**src/rtl/stream_pkg.sv**
```systemverilog
// Shared constants for the two-input stream arbiter and its testbench.
package stream_pkg;

   localparam logic SEL_A = 1'b0;
   localparam logic SEL_B = 1'b1;

   localparam int unsigned DEF_WIDTH = 8;
   localparam int unsigned DEF_CNT_W = 16;

endpackage

```
**src/rtl/stream_arb2_if.sv**
```systemverilog
// Bundles both input channels, the output channel and the grant counters of stream_arb2.
interface stream_arb2_if
   import stream_pkg::*;
#(
   parameter int unsigned WIDTH = DEF_WIDTH,
   parameter int unsigned CNT_W = DEF_CNT_W
) ();

   logic [WIDTH-1:0] a_data;
   logic             a_valid;
   logic             a_ready;
   logic [WIDTH-1:0] b_data;
   logic             b_valid;
   logic             b_ready;
   logic [WIDTH-1:0] out_data;
   logic             out_sel;
   logic             out_valid;
   logic             out_ready;
   logic             clr;
   logic [CNT_W-1:0] cnt_a;
   logic [CNT_W-1:0] cnt_b;

   // Arbiter side
   modport slave (
      input  a_data, a_valid, b_data, b_valid, out_ready, clr,
      output a_ready, b_ready, out_data, out_sel, out_valid, cnt_a, cnt_b
   );

   // Producer/consumer side
   modport master (
      output a_data, a_valid, b_data, b_valid, out_ready, clr,
      input  a_ready, b_ready, out_data, out_sel, out_valid, cnt_a, cnt_b
   );

endinterface

```
**src/rtl/stream_arb2_mux.sv**
```systemverilog
// Shared 2:1 WIDTH-wide multiplexer; sel=0 passes d0, sel=1 passes d1.
module mux #(
   parameter int unsigned WIDTH = 8
) (
   input  logic             sel,
   input  logic [WIDTH-1:0] d0,
   input  logic [WIDTH-1:0] d1,
   output logic [WIDTH-1:0] y_c
);

   assign y_c = sel ? d1 : d0;

endmodule

```
**src/rtl/stream_arb2.sv**
```systemverilog
// Round-robin 2:1 stream arbiter with a one-entry output register and
// saturating per-source grant counters.
module stream_arb2
   import stream_pkg::*;
#(
   parameter int unsigned WIDTH = DEF_WIDTH,
   parameter int unsigned CNT_W = DEF_CNT_W
) (
   input  logic         clk,
   input  logic         rst,
   stream_arb2_if.slave bus
);

   logic             free;
   logic             grant_b;
   logic             sel;
   logic             a_hs;
   logic             b_hs;
   logic [WIDTH-1:0] mux_y;

   logic             last_grant;
   logic [WIDTH-1:0] data_q;
   logic             sel_q;
   logic             valid_q;
   logic [CNT_W-1:0] cnt_a_q;
   logic [CNT_W-1:0] cnt_b_q;

   // Grant decision: B wins only when A is idle or A was granted last
   always_comb begin
      free    = ~valid_q | bus.out_ready;
      grant_b = bus.b_valid & (~bus.a_valid | (last_grant == SEL_A));
      sel     = grant_b ? SEL_B : SEL_A;
      a_hs    = ~rst & free & bus.a_valid & ~grant_b;
      b_hs    = ~rst & free & grant_b;
   end

   mux #(.WIDTH(WIDTH)) u_mux (
      .sel (sel),
      .d0  (bus.a_data),
      .d1  (bus.b_data),
      .y_c (mux_y)
   );

   // Output register, round-robin pointer and grant counters
   always_ff @(posedge clk) begin
      if (rst) begin
         data_q     <= '0;
         sel_q      <= SEL_A;
         valid_q    <= 1'b0;
         last_grant <= SEL_B;
         cnt_a_q    <= '0;
         cnt_b_q    <= '0;
      end else begin
         if (free) begin
            if (a_hs | b_hs) begin
               data_q     <= mux_y;
               sel_q      <= sel;
               valid_q    <= 1'b1;
               last_grant <= sel;
            end else begin
               valid_q <= 1'b0;
            end
         end
         // clr wins over a same-cycle increment
         if (bus.clr) begin
            cnt_a_q <= '0;
            cnt_b_q <= '0;
         end else begin
            if (a_hs && (cnt_a_q != '1)) cnt_a_q <= cnt_a_q + CNT_W'(1);
            if (b_hs && (cnt_b_q != '1)) cnt_b_q <= cnt_b_q + CNT_W'(1);
         end
      end
   end

   assign bus.a_ready   = a_hs;
   assign bus.b_ready   = b_hs;
   assign bus.out_data  = data_q;
   assign bus.out_sel   = sel_q;
   assign bus.out_valid = valid_q;
   assign bus.cnt_a     = cnt_a_q;
   assign bus.cnt_b     = cnt_b_q;

endmodule

```
**src/flat_wrapper.sv**
```systemverilog
// flat-port wrapper written by rule: the top's interface ports become plain ports
module stream_arb2_flat import stream_pkg::*;
#(
   parameter int unsigned WIDTH = DEF_WIDTH,
   parameter int unsigned CNT_W = DEF_CNT_W
)
  (clk, rst, bus_a_data, bus_a_valid, bus_b_data, bus_b_valid, bus_out_ready, bus_clr, bus_a_ready, bus_b_ready, bus_out_data, bus_out_sel, bus_out_valid, bus_cnt_a, bus_cnt_b);
  stream_arb2_if #(.WIDTH(WIDTH), .CNT_W(CNT_W)) bus_i ();
  input  logic clk;
  input  logic rst;
  input wire logic [$bits(bus_i.a_data)-1:0] bus_a_data;
  input wire logic [$bits(bus_i.a_valid)-1:0] bus_a_valid;
  input wire logic [$bits(bus_i.b_data)-1:0] bus_b_data;
  input wire logic [$bits(bus_i.b_valid)-1:0] bus_b_valid;
  input wire logic [$bits(bus_i.out_ready)-1:0] bus_out_ready;
  input wire logic [$bits(bus_i.clr)-1:0] bus_clr;
  output wire logic [$bits(bus_i.a_ready)-1:0] bus_a_ready;
  output wire logic [$bits(bus_i.b_ready)-1:0] bus_b_ready;
  output wire logic [$bits(bus_i.out_data)-1:0] bus_out_data;
  output wire logic [$bits(bus_i.out_sel)-1:0] bus_out_sel;
  output wire logic [$bits(bus_i.out_valid)-1:0] bus_out_valid;
  output wire logic [$bits(bus_i.cnt_a)-1:0] bus_cnt_a;
  output wire logic [$bits(bus_i.cnt_b)-1:0] bus_cnt_b;
  assign bus_i.a_data = bus_a_data;
  assign bus_i.a_valid = bus_a_valid;
  assign bus_i.b_data = bus_b_data;
  assign bus_i.b_valid = bus_b_valid;
  assign bus_i.out_ready = bus_out_ready;
  assign bus_i.clr = bus_clr;
  assign bus_a_ready = bus_i.a_ready;
  assign bus_b_ready = bus_i.b_ready;
  assign bus_out_data = bus_i.out_data;
  assign bus_out_sel = bus_i.out_sel;
  assign bus_out_valid = bus_i.out_valid;
  assign bus_cnt_a = bus_i.cnt_a;
  assign bus_cnt_b = bus_i.cnt_b;
  stream_arb2 #(.WIDTH(WIDTH), .CNT_W(CNT_W)) u_core (.clk(clk), .rst(rst), .bus(bus_i));
endmodule
```
**config.mk**
```make
export PLATFORM = sky130hd
export DESIGN_NAME = stream_arb2_flat
export DESIGN_NICKNAME = d
export VERILOG_FILES = /design/src/rtl/stream_pkg.sv /design/src/rtl/stream_arb2_if.sv /design/src/rtl/stream_arb2_mux.sv /design/src/rtl/stream_arb2.sv /design/src/flat_wrapper.sv
export SDC_FILE = /design/constraint.sdc
export NUM_CORES = 1
export LEC_CHECK = 0
export ABC_AREA = 1
export ABC_CLOCK_PERIOD_IN_PS = 1700
export CORE_ASPECT_RATIO = 1.25
export CORE_MARGIN = 3
export CORE_UTILIZATION = 44
export DETAILED_ROUTE_END_ITERATION = 7
export GPL_TIMING_DRIVEN = 0
export PLACE_DENSITY = 0.85
export SLEW_MARGIN = 25
export SYNTH_ARGS = -nofsm -noshare
export SYNTH_HDL_FRONTEND = slang
export SYNTH_HIERARCHICAL = 1
export SYNTH_SLANG_ARGS = --single-unit
```
**constraint.sdc**
```tcl
create_clock -name clk -period 1.7 [get_ports clk]
set_clock_uncertainty 0.1 [all_clocks]
set_input_delay 0.255 -clock clk [delete_from_list [all_inputs] [get_ports clk]]
set_output_delay 0.255 -clock clk [all_outputs]
set_load 0.02 [all_outputs]
```
Yosys cells after proc, flatten, opt, wreduce, memory -nomap -nowiden --
Cells that the tools add are included.
Cells by class: add/sub/neg operators 2, equal/unequal tests 2, muxes and demuxes 3, bitwise gates (word level) 13, reductions and logical operators 4
Operator list (count):
- adder 16 x 1 -> 16 bit, second input constant | 2
- != test 16 bit, second input constant | 2
- 2-to-1 mux 8 bit | 1
- bitwise AND 1 bit | 5
- NOT 1 bit | 5
- OR 1 bit | 3
- logical AND 1 bit | 2
- 2-to-1 mux 1 bit | 2
- AND reduction 2 bit | 1
- OR reduction 2 bit | 1
Storage, ports and cells: register bits 43, output and inout port bits 44

Longest topological paths before layout --
depth in word-level cells 7, depth in mapped cells 10

Hierarchy --
Netlist, hierarchy kept.
Modules (own cells, without submodules):
- stream_arb2 | instances 1, cells an instance 347, area each 2309.7 um^2
- mux | instances 1, cells an instance 26, area each 105.1 um^2

Worst setup path after synthesis --
Ideal clock, no wire load.
path type flip-flop to flip-flop, from register u_core.cnt_a_q[0], in the netlist u_core/bus.cnt_a[0], to register u_core.cnt_a_q[10], in the netlist u_core/bus.cnt_a[10], data arrival time 1.534 ns, required time 1.465 ns, slack -0.069 ns, cell stages (with the launch flop) 10, buffers on the path 1, clock period less this slack 1.769 ns, cells stage by stage dfxtp_1 > ha_1 > inv_1 > nor2_2 > nand2_2 > nor2_2 > nor2_4 > buf_4 > nand2_1 > a21oi_2
Between the ends: cells in the longest elaborated chain, start to end 2
RTL lines:
- start, declared | RTL line stream_arb2.sv:25 | logic [CNT_W-1:0] cnt_a_q;
- start signal, assigned | RTL line stream_arb2.sv:69 | if (a_hs && (cnt_a_q != '1)) cnt_a_q <= cnt_a_q + CNT_W'(1);
- parallel branches: the longest is 2 deep, another holds adder 16 x 1 -> 16 bit
Parallel ways; which one is timed is not known. A chain may end at the register's enable or synchronous reset.

Worst setup path after layout --
from register u_core.cnt_a_q[0], in the netlist u_core/bus.cnt_a[0], to output bus_cnt_a[0]
RTL lines:
- end, declared | RTL line flat_wrapper.sv:22 | output wire logic [$bits(bus_i.cnt_a)-1:0] bus_cnt_a;
No word-level cell between the ends.

==> qor.csv <==
stage,metric,value,unit
worst_setup_path,"slowest stage delay, CP",620,ps
worst_setup_path,worst r2r src,u_core/bus.cnt_a[2],
sta,max-slew violations,0,
sta,Least-Margin Pin Slew,631,ps
clock_network,Root Buffer,clkbuf_8,
routing,via count,2693,
grt,busiest layer in global routing,met2,
worst_setup_path,CP endpoint kind,output pin,
floorplan,Initial Util,46.5,%
logic_synthesis,Netlist cell types,23,
worst_setup_path,worst path cell trace,clkdlybuf4s50_1,
sta,final setup fails,0,
routing,Final ANT Viol Nets,0,
power_and_ir_drop,Comb pwr share,14.3,%
power_and_ir_drop,Switching Fraction,23.5,%
clock_network,clock latency on the worst-skew pair,290,ps
power_and_ir_drop,Clk network pwr share,40.5,%
layout,"commonest non-fill, non-tap cell in the layout",nand2_1,
sta,hold_ws,387,ps
floorplan,die height,88.8,µm
grt,M3 GR Usage,3.41,%
clock_network,"CTS clk-pin slew, worst paths",80,ps
grt,antenna violations before repair,0,
routing,# DRC,0,
layout,Inserted Diodes,0,
floorplan,Rows,29,
grt,global route overflow,0,
layout,most frequent cells in the layout,"nand2_1, nor2_1, clkdlybuf4s50_1",
power_and_ir_drop,power share of the sequential group,45.2,%
worst_setup_path,critical path class,reg2out,
logic_synthesis,Yosys reg bits,43,
sta,RSZ-0062 raised after global routing,true,
outcome,status,"finished, final reports clean",
min_path,type of the tightest min-delay check,reg2reg,
placed_design,placed wire-length estimate,4670,µm
placed_design,placed cells,500,
placed_design,Port Buffer Count,65,
routing,DR vias/cell,5.16,
power_and_ir_drop,VDD IR-drop max,374,µV
worst_setup_path,CP bufs+invs,1,
grt,M1 GR Usage,23.5,%
layout,fill cell count,446,
layout,layout cells sized above 1,16.7,%
layout,area delta synth->final,43.6,%
clock_network,cts hold-fix bufs,0,
sta,Hold Fails Final Rpt,0,
sta,Worst slew margin,58.0,%
worst_setup_path,Worst Setup SP,u_core/bus.cnt_a[0],
power_and_ir_drop,internal power,1.78,mW
grt,GRT Util Overall,20.6,%
min_path,worst min-delay path startpoint,u_core/bus.out_sel,
power_and_ir_drop,leak pwr,1.47,nW
routing,initial DRC count,136,
power_and_ir_drop,Cell Pwr Density,669,nW/µm²
worst_setup_path,worst-path fanout max,7,
layout,final non-filler cell total,522,
floorplan,core area,5190,µm²
logic_synthesis,Synth warnings,6,
floorplan,I/O Pins,66,
sta,Tcrit/Tclk final,98.1,%
run,Max-Cap Viols,0,
placed_design,GPL Wtd Cong,0.840,
floorplan,Die ar.,6420,µm²
worst_setup_path,CP startpoint kind,flop,
grt,first-pass GRT wire length,10700,µm
grt,largest net degree at the start of global routing,14,
logic_synthesis,syn_area_per_cell,6.47,µm²
clock_network,H-tree depth,2,
grt,number of global-route vias before repair,2530,
worst_setup_path,CP required,1340,ps
power_and_ir_drop,Psw,544,µW
clock_network,deepest clock path buffer count,2,
logic_synthesis,"Net Count, Synth",397,
layout,nets@finish,483,
clock_network,CTS Buf Count,5,
routing,drt total wl,6680,µm
sta,Max Freq,600,MHz
sta,min Tclk post-route,1670,ps
worst_setup_path,Top Family by Delay on Critical Path,buffers and inverters,
routing,DR WL/cell,12.8,µm
routing,Pre-antenna DRT Iters,4,
worst_setup_path,Crit-path slowest cell,clkdlybuf4s50_1,
floorplan,die extent in x,72.3,µm
clock_network,TritonCTS clock tree,yes,
logic_synthesis,synthesized area,2410,µm²
clock_network,sink count of the clock tree,43,
logic_synthesis,register area share after synthesis,35.6,%
logic_synthesis,cell count after synthesis,373,
grt,GR Util met2,38.3,%
worst_setup_path,Critical Path AT,1310,ps
[kinds of logic after synthesis]
family                     synth area share, %
AOI/OAI and AO/OA                         9.48
DFF                                       35.6
adders and majority gates                 1.04
buffers and inverters                     6.99
and+or+nand+nor                           42.1
xor gates and xnor gates                  4.72
[Yosys cell counts, drive strengths merged]
master	n	area, µm²
nand2	138	536
nor2	69	297
dfxtp	43	861
a21oi	27	161
inv	26	97.6
nand3	22	115
o21ai	12	67.6
nand4	10	62.6
xor2	8	70.1
buf	5	52.6
xnor2	5	43.8
clkbuf	4	15.0
ha	2	25.0
clkinv	1	3.75
nand3b	1	7.51
[stage by stage]
step / power, mW / instance area [µm²] / utilization, % / worst slack [ps] / TNS (ps)
after global placement: 1.37 / 3150 / 60.6 / -531 / -7530
after floorplan: 1.23 / 2420 / - / 13.9 / 0
after detailed placement: 1.37 / 3150 / 60.6 / -559 / -8490
after global routing: 2.42 / 3470 / 66.8 / -56.6 / -106
after CTS: 2.31 / 3270 / 63.1 / -39.0 / -39.0
final: 2.32 / 3470 / 66.8 / 33.1 / 0
[area by class of cell]
cell class	instances	area, µm²	area share (%)
Multi-Input combinational cell	294	1470	42.5
Tap cell	62	77.6	2.24
Buffer	9	67.6	1.95
Timing Repair Buffer	79	736	21.2
Clock inverter	2	60.1	1.73
Inverter	27	101	2.92
Sequential cell	43	880	25.4
Clock buffer	6	72.6	2.09
[power by group through the flow]
stage	clock, mW	sequential [mW]	combinational (mW)
after floorplan	0	1.10	0.133
after global placement	0	1.07	0.294
final	0.941	1.05	0.332
after global routing	1.01	1.05	0.360
after CTS	0.961	1.05	0.303
after detailed placement	0	1.07	0.297
[path summary, 6_finish.rpt]
check	end	slack, ps	cells past startpoint
worst min-delay path	u_core/bus.out_sel	390	2
worst max register to register	u_core/bus.cnt_a[3]	60	7
worst max-delay path	bus_cnt_a[0]	30	1
worst min register to register	u_core/bus.out_sel	390	2
[layer usage]
layer  share of wire, %  up-vias
li1                   -     1346
met1                 41     1240
met2                 52       94
met3                5.3       13
met4                1.6        0
met5                  0        -
[sequential cells by signal, summed over array words and instances, names as in the netlist]
| register | flops |
|---|---|
| u_core/bus.out_valid | 1 |
| u_core/bus.cnt_a | 16 |
| u_core/bus.out_data | 8 |
| u_core/last_grant | 1 |
| u_core/bus.out_sel | 1 |
| u_core/bus.cnt_b | 16 |
[timing repair]
action	4_1_cts	5_1_grt
gates resized for setup	38	33
pin swaps	1	7
setup buffers	2	9
endpoints found under the setup margin	46	41
gates cloned	0	3
No activity file was read; power rests on OpenSTA's default activity.
